File: src/rtl/pipe_ctrl_pkg.sv
// rtl/pipe_ctrl_pkg.sv - shared types and constants for the pipeline hazard controller
//
// Holds the hazard FSM state encoding and the default register-index width.

package pipe_ctrl_pkg;

   typedef enum logic [1:0] {
      RUN     = 2'd0,
      FLUSH   = 2'd1,
      MD_WAIT = 2'd2
   } pipe_ctrl_state_t;

   localparam int REG_ADDR_W_DEF = 5;

   // Width of the remaining-flush counter; covers FLUSH_CYCLES up to 7.
   localparam int FLUSH_LEFT_W = 3;

endpackage

File: src/rtl/pipe_hazard_perf.sv
// rtl/pipe_hazard_perf.sv - saturating stall/flush cycle counters for the hazard controller
//
// Ports:
//   clk, rst          clock and asynchronous active-high reset
//   i_clr             synchronous clear, wins over an increment
//   i_stall           count one stall cycle
//   i_flush           count one IF/ID flush cycle
//   o_stall_cycles    saturating stall-cycle count
//   o_flush_cycles    saturating flush-cycle count

module pipe_hazard_perf #(
   parameter int CNT_W = 16
) (
   input  logic             clk,
   input  logic             rst,
   input  logic             i_clr,
   input  logic             i_stall,
   input  logic             i_flush,
   output logic [CNT_W-1:0] o_stall_cycles,
   output logic [CNT_W-1:0] o_flush_cycles
);

   logic [CNT_W-1:0] r_stall_cnt;
   logic [CNT_W-1:0] r_flush_cnt;

   always_ff @(posedge clk or posedge rst) begin
      if (rst) begin
         r_stall_cnt <= '0;
         r_flush_cnt <= '0;
      end else if (i_clr) begin
         r_stall_cnt <= '0;
         r_flush_cnt <= '0;
      end else begin
         // Hold at all-ones instead of wrapping.
         if (i_stall && (r_stall_cnt != '1)) begin
            r_stall_cnt <= r_stall_cnt + 1'b1;
         end
         if (i_flush && (r_flush_cnt != '1)) begin
            r_flush_cnt <= r_flush_cnt + 1'b1;
         end
      end
   end

   assign o_stall_cycles = r_stall_cnt;
   assign o_flush_cycles = r_flush_cnt;

endmodule

File: src/rtl/pipe_hazard_ctrl.sv
// rtl/pipe_hazard_ctrl.sv - stall/flush sequencer for the five-stage pipeline
//
// Resolves load-use hazards, taken branches/returns resolved in EX, and
// multi-cycle MUL/DIV operations. All controls are Mealy outputs of a
// three-state FSM (RUN, FLUSH, MD_WAIT) and act on the same edge the
// pipeline registers sample.
//
// Optional feature macro: HAZARD_PERF_CNT_EN adds saturating stall/flush
// cycle counters (perf_clr, stall_cycles, flush_cycles, parameter CNT_W).
//
// Ports:
//   clk, rst                        clock, asynchronous active-high reset
//   id_rs, id_rt                    source registers of the ID instruction
//   id_uses_rs, id_uses_rt          ID instruction actually reads rs/rt
//   ex_mem_read, ex_rd              EX instruction is a load / its destination
//   ex_branch_taken, ex_ret         redirect resolved in EX
//   ex_md_busy, ex_md_done          multi-cycle op status in EX
//   pc_we, if_id_we, id_ex_we       register load enables
//   if_id_flush, id_ex_flush,
//   ex_mem_flush                    load a bubble into the register
//   ctrl_state                      current FSM state (debug)
//   perf_clr, stall_cycles,
//   flush_cycles                    performance counters (macro only)

module pipe_hazard_ctrl
   import pipe_ctrl_pkg::*;
#(
   parameter int REG_ADDR_W   = REG_ADDR_W_DEF,
   parameter int FLUSH_CYCLES = 1
`ifdef HAZARD_PERF_CNT_EN
   ,
   parameter int CNT_W        = 16
`endif
) (
   input  logic                  clk,
   input  logic                  rst,
   input  logic [REG_ADDR_W-1:0] id_rs,
   input  logic [REG_ADDR_W-1:0] id_rt,
   input  logic                  id_uses_rs,
   input  logic                  id_uses_rt,
   input  logic                  ex_mem_read,
   input  logic [REG_ADDR_W-1:0] ex_rd,
   input  logic                  ex_branch_taken,
   input  logic                  ex_ret,
   input  logic                  ex_md_busy,
   input  logic                  ex_md_done,
   output logic                  pc_we,
   output logic                  if_id_we,
   output logic                  id_ex_we,
   output logic                  if_id_flush,
   output logic                  id_ex_flush,
   output logic                  ex_mem_flush,
   output logic [1:0]            ctrl_state
`ifdef HAZARD_PERF_CNT_EN
   ,
   input  logic                  perf_clr,
   output logic [CNT_W-1:0]      stall_cycles,
   output logic [CNT_W-1:0]      flush_cycles
`endif
);

   // Number of extra FLUSH-state cycles after the redirect cycle itself.
   localparam logic [FLUSH_LEFT_W-1:0] FLUSH_LOAD = FLUSH_LEFT_W'(FLUSH_CYCLES - 1);

   pipe_ctrl_state_t          r_state;
   pipe_ctrl_state_t          w_state_next;
   logic [FLUSH_LEFT_W-1:0]   r_flush_left;
   logic [FLUSH_LEFT_W-1:0]   w_flush_left_next;

   logic w_redirect;
   logic w_md_stall;
   logic w_rs_hit;
   logic w_rt_hit;
   logic w_load_use;

   assign w_redirect = ex_branch_taken | ex_ret;
   // busy together with done means the op finishes now: no stall needed.
   assign w_md_stall = ex_md_busy & ~ex_md_done;

   // r0 is hard-wired zero, so a load targeting it never creates a dependency.
   assign w_rs_hit   = id_uses_rs & (id_rs == ex_rd);
   assign w_rt_hit   = id_uses_rt & (id_rt == ex_rd);
   assign w_load_use = ex_mem_read & (ex_rd != '0) & (w_rs_hit | w_rt_hit);

   always_ff @(posedge clk or posedge rst) begin
      if (rst) begin
         r_state      <= RUN;
         r_flush_left <= '0;
      end else begin
         r_state      <= w_state_next;
         r_flush_left <= w_flush_left_next;
      end
   end

   always_comb begin
      w_state_next      = r_state;
      w_flush_left_next = r_flush_left;
      pc_we             = 1'b1;
      if_id_we          = 1'b1;
      id_ex_we          = 1'b1;
      if_id_flush       = 1'b0;
      id_ex_flush       = 1'b0;
      ex_mem_flush      = 1'b0;

      unique case (r_state)
         RUN: begin
            if (w_redirect) begin
               // Redirect squashes the ID instruction, so it outranks any stall.
               if_id_flush = 1'b1;
               id_ex_flush = 1'b1;
               if (FLUSH_CYCLES > 1) begin
                  w_state_next      = FLUSH;
                  w_flush_left_next = FLUSH_LOAD;
               end
            end else if (w_md_stall) begin
               pc_we        = 1'b0;
               if_id_we     = 1'b0;
               id_ex_we     = 1'b0;
               ex_mem_flush = 1'b1;
               w_state_next = MD_WAIT;
            end else if (w_load_use) begin
               // One bubble into EX; the condition clears next cycle by itself.
               pc_we       = 1'b0;
               if_id_we    = 1'b0;
               id_ex_flush = 1'b1;
            end
         end

         FLUSH: begin
            // EX holds a bubble here, so redirect inputs cannot be live.
            if_id_flush = 1'b1;
            if (r_flush_left <= FLUSH_LEFT_W'(1)) begin
               w_state_next      = RUN;
               w_flush_left_next = '0;
            end else begin
               w_flush_left_next = r_flush_left - FLUSH_LEFT_W'(1);
            end
         end

         MD_WAIT: begin
            if (ex_md_done) begin
               w_state_next = RUN;
            end else begin
               pc_we        = 1'b0;
               if_id_we     = 1'b0;
               id_ex_we     = 1'b0;
               ex_mem_flush = 1'b1;
            end
         end

         default: begin
            w_state_next      = RUN;
            w_flush_left_next = '0;
         end
      endcase

      // Hold the whole pipeline frozen and bubbled while in reset.
      if (rst) begin
         pc_we        = 1'b0;
         if_id_we     = 1'b0;
         id_ex_we     = 1'b0;
         if_id_flush  = 1'b1;
         id_ex_flush  = 1'b1;
         ex_mem_flush = 1'b1;
      end
   end

   assign ctrl_state = r_state;

`ifdef HAZARD_PERF_CNT_EN
   pipe_hazard_perf #(
      .CNT_W (CNT_W)
   ) u_perf (
      .clk            (clk),
      .rst            (rst),
      .i_clr          (perf_clr),
      .i_stall        (~pc_we),
      .i_flush        (if_id_flush),
      .o_stall_cycles (stall_cycles),
      .o_flush_cycles (flush_cycles)
   );
`endif

endmodule

File: config.mk
export PLATFORM = sky130hd
export DESIGN_NAME = pipe_hazard_ctrl
export DESIGN_NICKNAME = d
export VERILOG_FILES = /design/src/rtl/pipe_ctrl_pkg.sv /design/src/rtl/pipe_hazard_perf.sv /design/src/rtl/pipe_hazard_ctrl.sv
export SDC_FILE = /design/constraint.sdc
export NUM_CORES = 1
export LEC_CHECK = 0
export CAP_MARGIN = 20
export CORE_AREA = 2 2 39 41
export CTS_BUF_LIST = sky130_fd_sc_hd__clkbuf_8 sky130_fd_sc_hd__clkbuf_16
export DETAILED_ROUTE_END_ITERATION = 10
export DIE_AREA = 0 0 41 43
export PLACE_DENSITY = 0.68
export SLEW_MARGIN = 20
export SYNTH_ARGS = -nofsm -noshare
export SYNTH_HDL_FRONTEND = slang
export SYNTH_HIERARCHICAL = 1
export SYNTH_SLANG_ARGS = --single-unit
File: constraint.sdc
create_clock -name clk -period 4.2 [get_ports clk]
set_clock_uncertainty 0.1 [all_clocks]
set_input_delay 0.84 -clock clk [delete_from_list [all_inputs] [get_ports clk]]
set_output_delay 0.84 -clock clk [all_outputs]
set_load 0.01 [all_outputs]
; ---- Yosys cells after proc, flatten, opt, wreduce, memory -nomap -nowiden
; Index checks and enable logic that the tools add are counted.
[word_totals]
inputBits = 24
output_inout_bits = 8
regBits = 5
wordCells = 54
[classes]
addsub = 1
muxes = 30
bitwise_logic = 8
n_lt_le_gt_ge = 1
n_eq_ne = 8
n_reduce_logical = 4
[ops]
columns = operator, count
row1 = 2-to-1 mux 1 bit, 19
row2 = == test 5 bit, 2
row3 = 2-to-1 mux 2 bit, 4
row4 = != test 2 bit (second input constant), 4
row5 = case mux 1 bit (2 select lines), 4
row6 = case mux 2 bit (3 select lines), 1
row7 = case mux 3 bit (2 select lines), 1
row8 = AND 1 bit, 5
row9 = nonzero test 5 bit, 1
row10 = AND reduction 4 bit, 1
row11 = <= comparator 3 x 1 -> 1 bit (second input constant), 1
row12 = 2-to-1 mux 3 bit, 1
row13 = subtractor 3 x 1 -> 3 bit (second input constant), 1
row14 = == test 2 x 1 -> 1 bit (second input constant), 1
row15 = == test 2 bit (second input constant), 1
row16 = logical NOT 2 bit, 1
row17 = OR 1 bit, 2
row18 = OR reduction 2 bit, 1
row19 = inverter 1 bit, 1

; ---- Longest topological paths before layout
[depth]
depth_word = 9
ltp_mapped = 5
ltp_nobuf = 4

; ---- Worst setup path after synthesis
; OpenSTA, ideal clock, no wires.
[synth_path]
path_type = input to output
start = in ex_rd[0]
end = out pc_we
t_required_ns = 3.260
arrival_time_ns = 1.978
path_slack_ns = 1.282
n_path_buf = 1
path_stages = 5
cell_sequence = or4_1 nor2_1 nor3b_1 a31oi_1 buf_4
[synth_via]
elab_chain_cells = 9
word_cells_on_any_way = 13
classes_between = 2 x eq/ne / 5 x mux / 5 x bitwise / 1 x reduce/logical
[synth_lines]
columns = item, line
row1 = from (decl), pipe_hazard_ctrl.sv:42  ; input logic [REG_ADDR_W-1:0] ex_rd,
row2 = "== test 5 bit, on equally long branches", "pipe_hazard_ctrl.sv:81, pipe_hazard_ctrl.sv:82"
row3 = "AND 1 bit, on equally long branches", "pipe_hazard_ctrl.sv:81, pipe_hazard_ctrl.sv:82"
row4 = OR 1 bit, pipe_hazard_ctrl.sv:83  ; assign w_load_use = ex_mem_read & (ex_rd != '0) & (w_rs_hit | w_rt_hit);
row5 = AND 1 bit (*), pipe_hazard_ctrl.sv:83
row6 = 2-to-1 mux 1 bit (*) (3 in series), --
row7 = case mux 1 bit (2 select lines) (*), --
row8 = 2-to-1 mux 1 bit (*), --
row9 = to (decl), pipe_hazard_ctrl.sv:47  ; output logic pc_we,
; Mark *: on every way between the ends. The rest lies on a longest branch, timed or not.

; ---- Final worst setup path
[layout_path]
start = in ex_rd[0]
end = out if_id_we
[layout_via]
elab_chain_cells = 9
word_cells_on_any_way = 13
classes_between = 2 x eq/ne / 5 x mux / 5 x bitwise / 1 x reduce/logical
[layout_lines]
columns = item, line
row1 = "== test 5 bit, on equally long branches", "pipe_hazard_ctrl.sv:81, pipe_hazard_ctrl.sv:82"
row2 = "AND 1 bit, on equally long branches", "pipe_hazard_ctrl.sv:81, pipe_hazard_ctrl.sv:82"
row3 = OR 1 bit, pipe_hazard_ctrl.sv:83
row4 = AND 1 bit (*), pipe_hazard_ctrl.sv:83
row5 = 2-to-1 mux 1 bit (*), pipe_hazard_ctrl.sv:121  ; end else if (w_load_use) begin
row6 = 2-to-1 mux 1 bit (*), pipe_hazard_ctrl.sv:115  ; end else if (w_md_stall) begin
row7 = 2-to-1 mux 1 bit (*), pipe_hazard_ctrl.sv:107  ; if (w_redirect) begin
row8 = case mux 1 bit (2 select lines) (*), pipe_hazard_ctrl.sv:105  ; unique case (r_state)
row9 = 2-to-1 mux 1 bit (*), pipe_hazard_ctrl.sv:158  ; if (rst) begin
row10 = to (decl), pipe_hazard_ctrl.sv:48  ; output logic if_id_we,
; Marked as above.

==> results.py <==
metrics = {
    "floorplanning": {
        "start_util": 0.1646,
        "core_area_um2": 1384,
        "dieArea_um2": 1763,
        "io_pins": 32,
        "fp.dieH_um": 43,
        "fp-row-count": 14,
        "die_x_um": 41,
    },
    "timing": {
        "fmax_ghz": 0.2677,
        "fin_crit_ns": 3.736,
        "setup_tns_ns": 0,
        "timing.final.crit_share": 0.8895,
        "setup_viol": 0,
        "rsz0062_at_grt": "no",
        "slew_viol_final": 0,
        "setup_ws_ns": 0.4642,
        "hold_viol": 0,
    },
    "worst_setup_path": {
        "critical_path.top_delay_family": "buffers and inverters",
        "endpoint_kind": "output port",
        "cp_cell_sequence": "clkdlybuf4s50_1 > or4_1 > nor2_1 > nor3b_1 > a31oi_1 > clkdlybuf4s50_1",
        "required_ns": 3.26,
        "path_buf_inv": 2,
        "critical_path_class": "input port to output port",
        "critPathMaxFanout": 3,
        "start_kind": "input port",
        "critPathSlowestCell": "clkdlybuf4s50_1",
        "max_stage_delay_ns": 0.57,
        "crit_arrival_ns": 2.80,
        "critical_path.most_common_cell": "clkdlybuf4s50_1",
    },
    "placed_design": {
        "numPortBuffers": 30,
        "dp_slack_ns": 0.4577,
        "place_hpwl_um": 735.8,
        "dp.cells": 76,
        "routabilityCongestion": 0.6059,
    },
    "logic_synthesis": {
        "synth_seq_cells": 1,
        "ys_top_cells_by_count": "10 x xnor2_1, 3 x nor2_1",
        "synth_area_leaders": "xnor2_1 38%, dfrtp_1 11%, buf_4 6.6%",
        "synth.top_cell.area_share": 0.3846,
        "synth_cell_types": 16,
        "yosysWarnings": 6,
        "synth.most_common_cell": "xnor2_1",
        "yosysSeqAreaShare": 0.1099,
        "synthArstFlopShare": 1.000,
        "synth_nets": 56,
        "synth_edf_count": 0,
        "yosys.area.top_type": "xnor2_1",
        "syn_area_per_cell_um2": 7.116,
        "synth_area_um2": 227.7,
        "synth_cells": 32,
        "synth_ff_type": "dfrtp_1",
    },
    "drt": {
        "first_iter_violations": 0,
        "ant_nets": 0,
        "wirelength_um": 752,
        "drt_first_pass_iters": 1,
        "viasPerCell": 4.132,
        "wl_per_cell_um": 9.895,
        "drc_errors": 0,
        "via_count": 314,
    },
    "clock_network": {
        "postCtsSetupBuffers": 0,
        "cts_resized": 0,
        "clk_pin_slew_ns": 0,
        "clk_latency_ns": 0,
        "hold_buffers": 0,
    },
    "global_route": {
        "grt_overflow": 0,
        "grt_usage": 0.09309,
        "grt_antenna_before_repair": 0,
        "grt_max_degree": 5,
        "grt_pass1_wl_um": 1207,
        "grt_pass1_vias": 308,
    },
    "pwr": {
        "p_leak_nw": 0.1906,
        "clkPwrFrac": 0,
        "pwr-share-comb": 0.827,
        "p_int_mw": 0.04520,
        "seq_power_share": 0.173,
        "peakVddDrop_mv": 0.03410,
        "switching_share": 0.2747,
        "p_per_area_nw_per_um2": 116.9,
        "power_switching_mw": 0.01712,
    },
    "finish": {
        "nets": 86,
        "drive_above_1_share": 0,
        "nFillCells": 154,
        "final_util": 0.3852,
        "diodes": 0,
        "fin_cells": 76,
        "multi_input_area_um2": 180.2,
        "largest_reg_flops": 1,
        "syn_to_final_growth_pct": 134.1,
        "seq_area_um2": 25.02,
    },
    "outcome": {
        "status": "complete, no violations",
    },
    "min_path": {
        "hp-class": "register to register",
    },
    "run": {
        "maxCapViolations": 0,
    },
}
==> per-stage QoR <==
step	power, mW	area [µm²]	hold slack (ns)
5_1_grt	0.06735	533.0	0.5074
4_1_cts	0.06303	533.0	0.4824
2_1_floorplan	0.02982	227.7	0.4703
3_3_place_gp	0.06224	533.0	0.4566
6_report	0.06232	533.0	0.4733
3_5_place_dp	0.06300	533.0	0.4817
==> cells in the final DEF, fill, tap and decap left out, drive strengths merged, types with 2 or more instances in the layout <==
cell | synthesis | final
clkdlybuf4s50 | 0 | 30
xnor2 | 10 | 10
nor2 | 3 | 3
inv | 2 | 2
o21ai | 2 | 2
nand4 | 2 | 2
nand2 | 2 | 2
==> cells by family (layout without fill, tap and decap cells) <==
family | Yosys count | in the layout | synth area share
xor gates and xnor gates | 10 | 10 | 0.3846
DFF | 1 | 1 | 0.1099
AOI/OAI and AO/OA | 6 | 6 | 0.1594
other | 1 | 1 | 0.01647
and+or+nand+nor | 10 | 10 | 0.2308
buffers and inverters | 4 | 32 | 0.09889
==> power by group through the flow <==
stage	logic [mW]	clock network, mW	registers (mW)
after floorplan	0.0189	0	0.0109
after global placement	0.0515	0	0.0107
after detailed placement	0.0522	0	0.0108
after CTS	0.0522	0	0.0108
after global routing	0.0565	0	0.0109
final	0.0515	0	0.0108
==> metal layers <==
metal  share of wire  vias up  GRT usage
li1                -      165          -
met1            0.32      132    0.09236
met3            0.14        0    0.01571
met2            0.53       17     0.1906
met5               0        -          0
met4               0        0          0
==> worst paths after layout <==
check	slack [ns]	start	cells after the start	endpoint
setup / recovery	0.46	ex_rd[0]	6	if_id_we
min in group asynchronous	0.90	rst	2	ctrl_state[1]
hold reg to reg	0.47	ctrl_state[1]	2	ctrl_state[1]
hold / removal	0.47	ctrl_state[1]	2	ctrl_state[1]
setup reg to reg	3.36	ctrl_state[1]	2	ctrl_state[1]
max in group asynchronous	2.99	rst	2	ctrl_state[1]
==> worst register-to-register path, cell delays in order (launching register included) <==
cell and delay (ns):
dfrtp_1 0.38, a21oi_1 0.17, nor2_1 0.06
==> cell type report <==
cell class / count / share of cell area
multi-input cells: 27 / 0.3380
repair buffers: 30 / 0.5634
flip-flops and latches: 1 / 0.04695
well taps: 16 / 0.03756
inverters: 2 / 0.01408
Power figures use the tool's default switching activity.
==> patch 1, RTL diff (config.mk and constraints unchanged) <==
`REG_ADDR_W_DEF`: 5 -> 6.
--- a/src/rtl/pipe_ctrl_pkg.sv
+++ b/src/rtl/pipe_ctrl_pkg.sv
@@ -10,7 +10,7 @@
       MD_WAIT = 2'd2
    } pipe_ctrl_state_t;
 
-   localparam int REG_ADDR_W_DEF = 5;
+   localparam int REG_ADDR_W_DEF = 6;
 
    // Width of the remaining-flush counter; covers FLUSH_CYCLES up to 7.
    localparam int FLUSH_LEFT_W = 3;
Interface: changed (resized ex_rd, id_rs and id_rt); port bits go from 32 to 35. No check against the original RTL was run, so the function may have changed too.
==> patch 1 against the unedited design <==
  * Total power is 11% higher
  * Area after synthesis is 16% higher
  * Sequential cell count stayed put
  * Routed wire length up 7.4%
  * Critical path type unchanged
  * Worst setup slack better by 0.20 ns
  * Highest routed layer unchanged
  * Core utilization rose by 4.9 points
  * Cell count rose by 7.9%
  * Final area is 13% higher
==> patch 1: results <==
set metrics [dict create \
    status "completed" \
    grt_max_degree 5 \
    routed_via_density 4.30 \
    ys_async_sr_fraction_pct 100 \
    vdd_drop_max_uv 61.5 \
    grt_first_pass_wirelength_microns 1330 \
    dp_slack_ns 0.684 \
    p_leak_nw 0.211 \
    synth_nets 62 \
    hold_end "ctrl_state[1]$_DFFE_PP0P_" \
    p_int_uw 49.4 \
    synthTopCellsByCount "xnor2_1 (12), nor2_1 (3)" \
    port_buffers 33 \
    hold_path_class "flop to flop" \
    r2r_slack_ns 3.38 \
    ant_nets 0 \
    place_congestion 0.634 \
    worstPathArrival_ns 2.59 \
    hpwlAfterDp_microns 737 \
    yosys_warnings 6 \
    reg2reg_depth 2 \
    reg2reg_to "ctrl_state[1]$_DFFE_PP0P_" \
    drive_gt1_share_pct 3.03 \
    drtIter0Drc 5 \
    wirelength_microns 808 \
    r2r_start "ctrl_state[1]$_DFFE_PP0P_" \
    fin_nets 95 \
    first_pass_iters 4 \
    synth.area.top_cells "xnor2_1 (40%), dfrtp_1 (9.4%), buf_4 (5.7%), nand4_2 (4.7%), o22ai_2 (4.7%)" \
    grt_pass1_vias 365 \
    largest_reg_flops 1 \
    timing.hold.ws_ns 0.455 \
    syn_avg_cell_area_sq_um 7.58 \
    dp_cells 82 \
    clk_pin_slew_worst_paths_ns 0 \
    hold_start "ctrl_state[1]$_DFFE_PP0P_" \
    n_antenna_cell 0 \
    postCtsSetupRepairBufs 0 \
    crit_fanout 3 \
    fin_cells 82 \
    synthDistinctLibCells 18 \
    synth-seq-area-share_pct 9.43 \
    ys.flop_type "dfrtp_1" \
    max_stage_delay_ns 0.58 \
    grtUsageTotal_pct 10.2 \
]
[patch 1: per-layer routing]
layer / wire length [microns] / track usage [%] / up-vias / share of wire [%]
li1: - / - / 182 / -
met1: 275 / 9.55 / 149 / 34
met2: 410 / 20.6 / 22 / 51
met3: 122 / 3.14 / 0 / 15
met4: 0 / 0 / 0 / 0
met5: 0 / 0 / - / 0
[patch 1: logic make-up (layout without fill, tap and decap cells)]
| logic type | Yosys count | count (layout) | synth area share, % |
|---|---|---|---|
| xor+xnor | 12 | 12 | 39.6 |
| simple gates | 11 | 11 | 23.6 |
| compound gates | 6 | 6 | 17.5 |
| buf+inv | 4 | 35 | 8.49 |
| other cells | 1 | 1 | 1.41 |
| flops | 1 | 1 | 9.43 |
[patch 1: worst max path at each step]
stage	depth (start not counted)	to	startpoint	slack, ns
after floorplan	4	pc_we	ex_rd[3]	1.55
after global placement	6	id_ex_flush	ex_rd[4]	0.71
after detailed placement	5	pc_we	ex_rd[3]	0.68
after CTS	5	if_id_we	ex_rd[3]	0.66
after global routing	5	if_id_we	ex_rd[2]	0.56
final	5	if_id_we	ex_rd[3]	0.67
[patch 1: cell type report]
| class | count | area [sq um] |
|---|---|---|
| Fill cell | 156 | 783 |
| Inverter | 2 | 7.51 |
| Multi-Input combinational cell | 30 | 218 |
| Sequential cell | 1 | 25.0 |
| Tap cell | 16 | 20.0 |
| Timing Repair Buffer | 33 | 330 |
[patch 1: stage by stage]
stage	instance area, sq um	util [%]
after floorplan	265	-
after global placement	601	43.4
after detailed placement	601	43.4
after CTS	601	43.4
after global routing	601	43.4
final	601	43.4
[patch 1: worst min-delay path, stage by stage, from the launching register on]
cell and delay, ns:
dfrtp_1 0.36, a21oi_1 0.06, nor2_1 0.09
[patch 1: power by group through the flow]
stage          Clock, mW  Combinational [mW]  Sequential [mW]
3_5_place_dp           0              0.0590           0.0108
5_1_grt                0              0.0637           0.0108
2_1_floorplan          0              0.0222           0.0109
4_1_cts                0              0.0596           0.0107
6_report               0              0.0587           0.0107
3_3_place_gp           0              0.0591           0.0107
==> patch 2, RTL diff (same flow settings) <==
Without the edit above. Add an input register stage for `ex_branch_taken`, without a reset; this delays it by one clock. The other inputs are not delayed to match.
--- a/src/rtl/pipe_hazard_ctrl.sv
+++ b/src/rtl/pipe_hazard_ctrl.sv
@@ -62,6 +62,12 @@
    // Number of extra FLUSH-state cycles after the redirect cycle itself.
    localparam logic [FLUSH_LEFT_W-1:0] FLUSH_LOAD = FLUSH_LEFT_W'(FLUSH_CYCLES - 1);
 
+   logic ex_branch_taken_q;
+
+   always_ff @(posedge clk) begin
+      ex_branch_taken_q <= ex_branch_taken;
+   end
+
    pipe_ctrl_state_t          r_state;
    pipe_ctrl_state_t          w_state_next;
    logic [FLUSH_LEFT_W-1:0]   r_flush_left;
@@ -73,7 +79,7 @@
    logic w_rt_hit;
    logic w_load_use;
 
-   assign w_redirect = ex_branch_taken | ex_ret;
+   assign w_redirect = ex_branch_taken_q | ex_ret;
    // busy together with done means the op finishes now: no stall needed.
    assign w_md_stall = ex_md_busy & ~ex_md_done;
 
Behaviour: not the same (Yosys sat finds a counterexample within 4 cycles, from zero or initial values and one cycle with rst high).
==> patch 2 against the unedited design <==
  * Sequential cell count up 1
  * Worst setup slack better by 0.039 ns
  * Global-route usage up 0.23 points
  * Core utilization up 4.7 points
  * Total power up 140%
  * Routed wire length down 0.66%
  * Sequential share of layout area up 2.8 points
  * Via count up 0.64%
  * First-iteration DRC count unchanged
  * Area after synthesis up 8.8%
  * Final area up 12%
  * Synthesized cell count up 3.1%
  * Largest cell class unchanged
==> patch 2: results <==
set metrics [dict create \
    grt_util_met2_pct 15.9 \
    worstPathArrival_ns 2.76 \
    cts_max_path_buffers 2 \
    postCtsSetupRepairBufs 0 \
    p_leak_nw 0.226 \
    power_switching_uw 33.2 \
    clock_latency_ns 0.22 \
    grt_max_degree 5 \
    grt_first_pass_wirelength_microns 1140 \
    grt_pass1_vias 304 \
    numCtsBuffers 3 \
    hpwlAfterDp_microns 669 \
    ys.flop_type "dfxtp_1" \
    drtIter0Drc 0 \
    clk_pin_slew_worst_paths_ns 0.03 \
    status "completed" \
    place_congestion 0.579 \
    share_comb_of_total_power_pct 34.1 \
    synthDistinctLibCells 17 \
    ys_async_sr_fraction_pct 50.0 \
    fin_cells 81 \
    r2r_start "ctrl_state[1]$_DFFE_PP0P_" \
    dp_cells 77 \
    port_buffers 30 \
    vdd_drop_max_uv 154 \
    crit_fanout 3 \
    synth_nets 57 \
    drive_gt1_share_pct 4.62 \
    p_per_area_nw_per_um2 251 \
    cts-root-buf "clkbuf_8" \
    timing.final.crit_share_pct 88.0 \
    cts-htree-levels 1 \
    grtUsageTotal_pct 9.54 \
    synthTopCellsByCount "xnor2_1 (10), nor2_1 (3)" \
    synth_fa_ha_area_share_pct 0 \
    ctsResizeCount 0 \
    antenna_found_initial 0 \
    sequentialPower_uw 20.9 \
    crit_family "buffers and inverters" \
    slowest_stage "clkdlybuf4s50_1" \
    synth_cells 33 \
    synth_compound_area_share_pct 14.6 \
    crit_path_end_kind "primary output" \
    cp-startpoint "ex_rd[0]" \
    fin_nets 90 \
    synth.area.top_cells "xnor2_1 (35%), dfrtp_1 (10%), dfxtp_1 (8.1%), buf_4 (6.1%), nand4_1 (5.1%)" \
    synth-seq-area-share_pct 18.2 \
    first_pass_iters 1 \
    wire_per_inst_microns 9.22 \
    placed_area_sq_um 553 \
    use_met1_pct 9.32 \
    vias 316 \
    grtUsageMet3_pct 6.28 \
    synth_xor_xnor_area_share_pct 35.4 \
    n_antenna_cell 0 \
]
patch 2: cell count changes in the layout (fill, tap and decap cells not counted):
cell and delta:
inv_1 +1, clkbuf_8 +3, dfxtp_1 +1
patch 2: worst min-delay path, cell delays in order, from the launching register on:
cell	delay, ns
dfrtp_1	0.37
a21oi_1	0.07
nor2_1	0.08
patch 2: layout make-up:
type | count | area [sq um]
Multi-Input combinational cell | 27 | 180
Tap cell | 16 | 20.0
Clock buffer | 3 | 41.3
Inverter | 2 | 7.51
Clock inverter | 1 | 3.75
Sequential cell | 2 | 45.0
Fill cell | 145 | 786
Timing Repair Buffer | 30 | 300
patch 2: logic make-up after synthesis:
logic type,Yosys count
flops,2
xor+xnor,10
simple gates,10
other cells,1
buf+inv,4
compound gates,6
patch 2: worst paths after layout:
kind | slack [ns] | cells after the start | endpoint
min in group asynchronous | 0.68 | 2 | ctrl_state[1]$_DFFE_PP0P_
worst max-delay path | 0.50 | 6 | if_id_we
max in group asynchronous | 3.21 | 2 | ctrl_state[1]$_DFFE_PP0P_
worst max register to register | 3.37 | 2 | ctrl_state[1]$_DFFE_PP0P_
worst min-delay path | 0.46 | 2 | ctrl_state[1]$_DFFE_PP0P_
worst min register to register | 0.46 | 2 | ctrl_state[1]$_DFFE_PP0P_
patch 2: stage by stage:
stage          setup slack [ns]  hold slack, ns
6_report                  0.503           0.463
5_1_grt                   0.310           0.525
4_1_cts                   0.478           0.466
3_5_place_dp              0.479           0.456
3_3_place_gp              0.495           0.462
2_1_floorplan              1.28           0.470
patch 2: per-layer routing:
layer  share of wire (%)  vias up
li1                    -      173
met1                  35      126
met2                  51       17
met3                  14        0
met4                   0        0
met5                   0        -
